$ cat src/rtl/exec_mul_ctrl_if.sv
// rtl/exec_mul_ctrl_if.sv - exec-stage to sequential multiplier handshake bundle
interface exec_mul_ctrl_if #(
   parameter int REG_SIZE = 32
);
   logic                req;
   logic [4:0]          aluop;
   logic [REG_SIZE-1:0] src1;
   logic [REG_SIZE-1:0] src2;
   logic                flush;
   logic                stall;
   logic                busy;
   logic                done;
   logic [REG_SIZE-1:0] result;
   logic                overflow;

   modport master (
      output req, aluop, src1, src2, flush,
      input  stall, busy, done, result, overflow
   );

   modport slave (
      input  req, aluop, src1, src2, flush,
      output stall, busy, done, result, overflow
   );
endinterface

$ cat src/rtl/exec_mul_ctrl.sv
// rtl/exec_mul_ctrl.sv - iterative signed shift-add multiplier with pipeline stall control
`ifndef ALUOP_MUL
`define ALUOP_MUL 5'd10
`endif

module exec_mul_ctrl #(
   parameter int         REG_SIZE  = 32,
   parameter logic [4:0] ALUOP_MUL = `ALUOP_MUL
) (
   input logic            clk,
   input logic            reset,
   exec_mul_ctrl_if.slave mul
);
   localparam int CW = $clog2(REG_SIZE) + 1;
   localparam int PW = 2 * REG_SIZE;

   typedef enum logic [1:0] {IDLE, RUN, DONE} state_t;

   state_t              r_state;
   logic [PW-1:0]       r_mcand;
   logic [PW-1:0]       r_acc;
   logic [REG_SIZE-1:0] r_mplier;
   logic [REG_SIZE-1:0] r_result;
   logic [CW-1:0]       r_cnt;
   logic                r_sign;
   logic                r_busy;
   logic                r_done;
   logic                r_overflow;

   logic                w_accept;
   logic                w_last;
   logic [REG_SIZE-1:0] w_abs1;
   logic [REG_SIZE-1:0] w_abs2;
   logic [PW-1:0]       w_acc_next;
   logic [PW-1:0]       w_prod;

   assign w_accept = (r_state == IDLE) && mul.req && (mul.aluop == ALUOP_MUL) && !mul.flush;

   // Magnitudes are unsigned, so the most negative operand keeps its full value.
   assign w_abs1 = mul.src1[REG_SIZE-1] ? -mul.src1 : mul.src1;
   assign w_abs2 = mul.src2[REG_SIZE-1] ? -mul.src2 : mul.src2;

   assign w_acc_next = r_acc + (r_mplier[0] ? r_mcand : '0);
   assign w_prod     = r_sign ? -w_acc_next : w_acc_next;
   assign w_last     = (r_cnt == CW'(REG_SIZE - 1));

   assign mul.stall    = !reset && (w_accept || ((r_state == RUN) && !mul.flush));
   assign mul.busy     = r_busy;
   assign mul.done     = r_done;
   assign mul.result   = r_result;
   assign mul.overflow = r_overflow;

   always_ff @(posedge clk) begin
      if (reset) begin
         r_state    <= IDLE;
         r_mcand    <= '0;
         r_acc      <= '0;
         r_mplier   <= '0;
         r_result   <= '0;
         r_cnt      <= '0;
         r_sign     <= 1'b0;
         r_busy     <= 1'b0;
         r_done     <= 1'b0;
         r_overflow <= 1'b0;
      end else begin
         case (r_state)
            IDLE: begin
               if (w_accept) begin
                  r_mcand  <= {{REG_SIZE{1'b0}}, w_abs1};
                  r_mplier <= w_abs2;
                  r_sign   <= mul.src1[REG_SIZE-1] ^ mul.src2[REG_SIZE-1];
                  r_acc    <= '0;
                  r_cnt    <= '0;
                  r_busy   <= 1'b1;
                  r_state  <= RUN;
               end
            end
            RUN: begin
               if (mul.flush) begin
                  r_busy  <= 1'b0;
                  r_state <= IDLE;
               end else begin
                  r_acc    <= w_acc_next;
                  r_mcand  <= r_mcand << 1;
                  r_mplier <= r_mplier >> 1;
                  r_cnt    <= r_cnt + 1'b1;
                  // Final partial product is folded in directly so DONE holds the full result.
                  if (w_last) begin
                     r_result   <= w_prod[REG_SIZE-1:0];
                     r_overflow <= (w_prod[PW-1:REG_SIZE] != {REG_SIZE{w_prod[REG_SIZE-1]}});
                     r_busy     <= 1'b0;
                     r_done     <= 1'b1;
                     r_state    <= DONE;
                  end
               end
            end
            DONE: begin
               r_done  <= 1'b0;
               r_state <= IDLE;
            end
            default: begin
               r_busy  <= 1'b0;
               r_done  <= 1'b0;
               r_state <= IDLE;
            end
         endcase
      end
   end
endmodule

$ cat src/flat_wrapper.sv
// flat-port wrapper written by rule: the top's interface ports become plain ports
module exec_mul_ctrl_flat 
#(
   parameter int         REG_SIZE  = 32,
   parameter logic [4:0] ALUOP_MUL = `ALUOP_MUL
)
  (clk, reset, mul_req, mul_aluop, mul_src1, mul_src2, mul_flush, mul_stall, mul_busy, mul_done, mul_result, mul_overflow);
  exec_mul_ctrl_if #(.REG_SIZE(REG_SIZE)) mul_i ();
  input logic clk;
  input logic reset;
  input wire logic [$bits(mul_i.req)-1:0] mul_req;
  input wire logic [$bits(mul_i.aluop)-1:0] mul_aluop;
  input wire logic [$bits(mul_i.src1)-1:0] mul_src1;
  input wire logic [$bits(mul_i.src2)-1:0] mul_src2;
  input wire logic [$bits(mul_i.flush)-1:0] mul_flush;
  output wire logic [$bits(mul_i.stall)-1:0] mul_stall;
  output wire logic [$bits(mul_i.busy)-1:0] mul_busy;
  output wire logic [$bits(mul_i.done)-1:0] mul_done;
  output wire logic [$bits(mul_i.result)-1:0] mul_result;
  output wire logic [$bits(mul_i.overflow)-1:0] mul_overflow;
  assign mul_i.req = mul_req;
  assign mul_i.aluop = mul_aluop;
  assign mul_i.src1 = mul_src1;
  assign mul_i.src2 = mul_src2;
  assign mul_i.flush = mul_flush;
  assign mul_stall = mul_i.stall;
  assign mul_busy = mul_i.busy;
  assign mul_done = mul_i.done;
  assign mul_result = mul_i.result;
  assign mul_overflow = mul_i.overflow;
  exec_mul_ctrl #(.REG_SIZE(REG_SIZE), .ALUOP_MUL(ALUOP_MUL)) u_core (.clk(clk), .reset(reset), .mul(mul_i));
endmodule
$ cat config.mk
export PLATFORM = sky130hd
export DESIGN_NAME = exec_mul_ctrl_flat
export DESIGN_NICKNAME = d
export VERILOG_FILES = /design/src/rtl/exec_mul_ctrl_if.sv /design/src/rtl/exec_mul_ctrl.sv /design/src/flat_wrapper.sv
export SDC_FILE = /design/constraint.sdc
export NUM_CORES = 1
export LEC_CHECK = 0
export ABC_CLOCK_PERIOD_IN_PS = 7100
export CORE_MARGIN = 4
export CORE_UTILIZATION = 30
export CTS_CLUSTER_DIAMETER = 100
export DETAILED_ROUTE_END_ITERATION = 8
export SYNTH_ARGS = -nofsm -noshare
export SYNTH_HDL_FRONTEND = slang
export SYNTH_SLANG_ARGS = --single-unit
export TNS_END_PERCENT = 20
$ cat constraint.sdc
create_clock -name clk -period 7.1 [get_ports clk]
set_input_delay 1.065 -clock clk [delete_from_list [all_inputs] [get_ports clk]]
set_output_delay 1.065 -clock clk [all_outputs]
set_load 0.05 [all_outputs]
==> results of run 1 <==
cell families after synthesis:
logic type	after synthesis	share of synthesized area
buffers and inverters	153	0.0389
flip-flops	204	0.267
multiplexers	11	0.00736
adder cells (fa/ha/maj)	68	0.0561
XOR/XNOR	159	0.0910
AND/OR/NAND/NOR	760	0.249
AO/OA/AOI/OAI	657	0.290
final cells by class:
cell class	count	area share
repair buffers	138	0.0731
flip-flops and latches	204	0.229
clock inverters	15	0.0106
inverters	26	0.00547
multi-input cells	1655	0.598
clock buffers	29	0.0365
well taps	672	0.0472
per-layer routing:
metal | global-route usage | part of all wire | vias to the layer above
li1 | - | - | 7534
met3 | 0.0293 | 0.059 | 59
met2 | 0.304 | 0.44 | 417
met4 | 0.0377 | 0.018 | 0
met5 | 0 | 0 | -
met1 | 0.263 | 0.48 | 7424
worst max-delay path by stage:
stage                       startpoint                   to  slack, ns  cells past startpoint
CTS                 u_core.r_mplier[0]  u_core.mul.overflow       0.60                     18
finish              u_core.r_mplier[0]  u_core.mul.overflow       0.38                     18
floorplan           u_core.r_mplier[0]  u_core.mul.overflow       1.02                     23
global route        u_core.r_mplier[0]  u_core.mul.overflow       0.02                     18
global placement    u_core.r_mplier[0]  u_core.mul.overflow       0.71                     18
detailed placement  u_core.r_mplier[0]  u_core.mul.overflow       0.61                     18
power groups by stage:
stage               clock network (mW)  registers, mW  logic, mW
detailed placement                   0           1.17      0.145
CTS                               1.37           1.15      0.145
finish                            1.33           1.15      0.145
floorplan                            0           1.17     0.0737
global route                      1.41           1.15      0.159
global placement                     0           1.17      0.143
cells in the final DEF, fill, tap and decap left out, types with 13 or more instances in the layout:
cell type / synthesis / routed
a21oi_1: 179 / 178
clkbuf_16: 0 / 25
o31ai_1: 31 / 31
inv_1: 25 / 25
nor2_1: 138 / 134
or4_1: 22 / 22
a31oi_1: 15 / 15
ha_1: 67 / 67
nand2b_1: 18 / 18
nor4_1: 15 / 15
or3_1: 28 / 28
o41ai_1: 20 / 20
nand3_1: 63 / 63
a21o_1: 23 / 23
dfxtp_1: 204 / 203
buf_4: 0 / 31
or2_2: 13 / 13
a22oi_1: 58 / 58
nand4_1: 34 / 34
nor3_1: 34 / 33
a22o_1: 53 / 53
o211ai_1: 17 / 17
xnor2_1: 103 / 103
xor2_1: 56 / 56
o21ai_0: 112 / 112
a211oi_1: 44 / 44
clkdlybuf4s50_1: 0 / 107
nand2_1: 255 / 255
and2_1: 78 / 78
worst max-delay path: cells and delay by family, from the launching register on:
| family | cells | cell delay, ns |
|---|---|---|
| AND/OR/NAND/NOR | 6 | 2.60 |
| AO/OA/AOI/OAI | 8 | 2.41 |
| XOR/XNOR | 2 | 0.48 |
| flip-flops | 1 | 0.43 |
| adder cells (fa/ha/maj) | 1 | 0.35 |
| buffers and inverters | 1 | 0.30 |
state kept, by name (all words and copies together) (netlist names):
| name | cells |
|---|---|
| u_core.r_mplier | 32 |
| u_core.mul.done | 1 |
| u_core.r_sign | 1 |
| u_core.mul.overflow | 1 |
| u_core.r_mcand | 64 |
| u_core.r_cnt | 6 |
| u_core.r_state | 2 |
| u_core.r_acc | 64 |
| u_core.mul.result | 32 |
| u_core.mul.busy | 1 |
through the flow:
| stage | area, µm² | total power, mW | hold WS (ns) |
|---|---|---|---|
| floorplan | 15300 | 1.25 | 0.432 |
| global placement | 17000 | 1.32 | 0.441 |
| detailed placement | 17000 | 1.32 | 0.451 |
| CTS | 17800 | 2.66 | 0.457 |
| global route | 17800 | 2.71 | 0.478 |
| finish | 17800 | 2.62 | 0.454 |
what timing repair did:
action                                  4_1_cts  5_1_grt
hold buffers                                  0        0
gates resized for setup                       0        1
endpoints found under the setup margin        0        1
==> metrics.cfg, run 1 <==
[run]
max-cap-violations = 0

[finish]
syn_to_final_growth_pct = 16.5
fin_util = 0.355
drive_gt1_frac = 0.0566
nets = 2191
seq_area_um2 = 4090
multi_input_area_um2 = 10700
insertedDiodeCount = 0
final_cells = 2739
n_fill_cell = 5359

[sta]
drv_slew = 0
finalCriticalPeriod_ns = 6.72
finalWorstSetupSlack_ns = 0.384
slew_headroom = 0.259
max_freq_mhz = 149
setup_viol_count_final = 0
finClkSkew_ns = 0.0241
setup_tns_ns = 0
period_share = 0.946
worst_pin_slew_ns = 1.11
rsz0062_at_grt = false
hold_viol_final = 0

[floorplan]
initial_core_util = 0.304
core.rowCount = 82
core_area_um2 = 50300
die_area_um2 = 54700
boundaryPins = 109
die_h_um = 234
die_x_um = 234

[setup_path]
r2r-end = u_core.mul.overflow
arrival_ns = 7.13
r2r_slack_ns = 0.38
rr_startpoint = u_core.r_mplier[0]
worstSetupPathType = reg2reg
start_kind = flip-flop
r2r_cells = 18
cp_max_fo = 28
critical_path.cell_chain = buf_4, and2_1, ha_1, a21oi_1, o21ai_0, a211oi_1, a21oi_1, xor2_1, or4b_1, nor4_1, nand4_1, o41ai_1, xor2_1, o221ai_1, a2111oi_0, nand4_1, and4bb_1, a211oi_1
cp_slowest_cell = nor4_1
max_stage_delay_ns = 0.75
end_kind = flip-flop
required_ns = 7.51

[cts]
cts_setup_buffers = 0
clk_latency_ns = 0.55
h-tree-depth = 1
cts_buffers = 25
clock-sinks = 204
root_buffer = clkbuf_16
clkTransAtPathRegs_ns = 0.07
cts_tree = done
clock_path_buffers = 3

[hold_path]
worstHoldPathCells = 2
min_from = u_core.mul.result[29]
min_to = u_core.mul.result[29]
hold_path_class = reg2reg

[route]
wirelength_mm = 53.1
dr.pass1.iters = 5
drtIter0Drc = 1177
route.vias.total = 15400
routedWlPerCell_um = 19.4
drc = 0
via_per_inst = 5.63
ant_nets = 0

[status]
status = finished, final reports clean

[grt]
grt_antenna_before_repair = 0
overflow = 0
grt_pass1_wl_mm = 82.8
grt_pass1_vias = 14800
grt_max_degree = 88
grtUsageTotal = 0.187

[logic_synthesis]
synth_ff_type = dfxtp_1
synth-edff-count = 0
yosys_warnings = 0
synthArstFlopShare = 0
synthesis.area_um2 = 15300
synthDistinctLibCells = 91
avgSynthCellArea_um2 = 7.61
synth.largest_area_cell = dfxtp_1
ys_ff_latch = 204
yosysMostFrequentCell = nand2_1
synth_top_area_frac = 0.267
synthTopCellsByArea = dfxtp_1 (27%), nand2_1 (6.3%), xnor2_1 (5.9%)
synth_commonest_cells = nand2_1 (255), dfxtp_1 (204), a21oi_1 (179), nor2_1 (138), o21ai_0 (112)
synthCells = 2012
ys_seq_area_frac = 0.267
synthesis.nets = 2153

[power]
clock_power_share = 0.506
cellPowerDensity_nw_per_um2 = 147
swShare = 0.230
power_leakage_nw = 6.62
ir_drop_mv = 0.139
internal_power_mw = 2.02
power_frac_seq = 0.438
p_comb_frac = 0.055
p_switching_uw = 602

[place]
place_inst = 2695
portBuffers = 108
dp_slack_ns = 0.613
dp_hpwl_mm = 40.1
place_congestion = 0.952

No activity file was read; power rests on OpenSTA's default activity.
==> run 2: changes to the inputs <==
- SKIP_LAST_GASP: not set -> 1
==> results of run 2 <==
The final DEF is identical to that of run 1; final timing and power are the same.
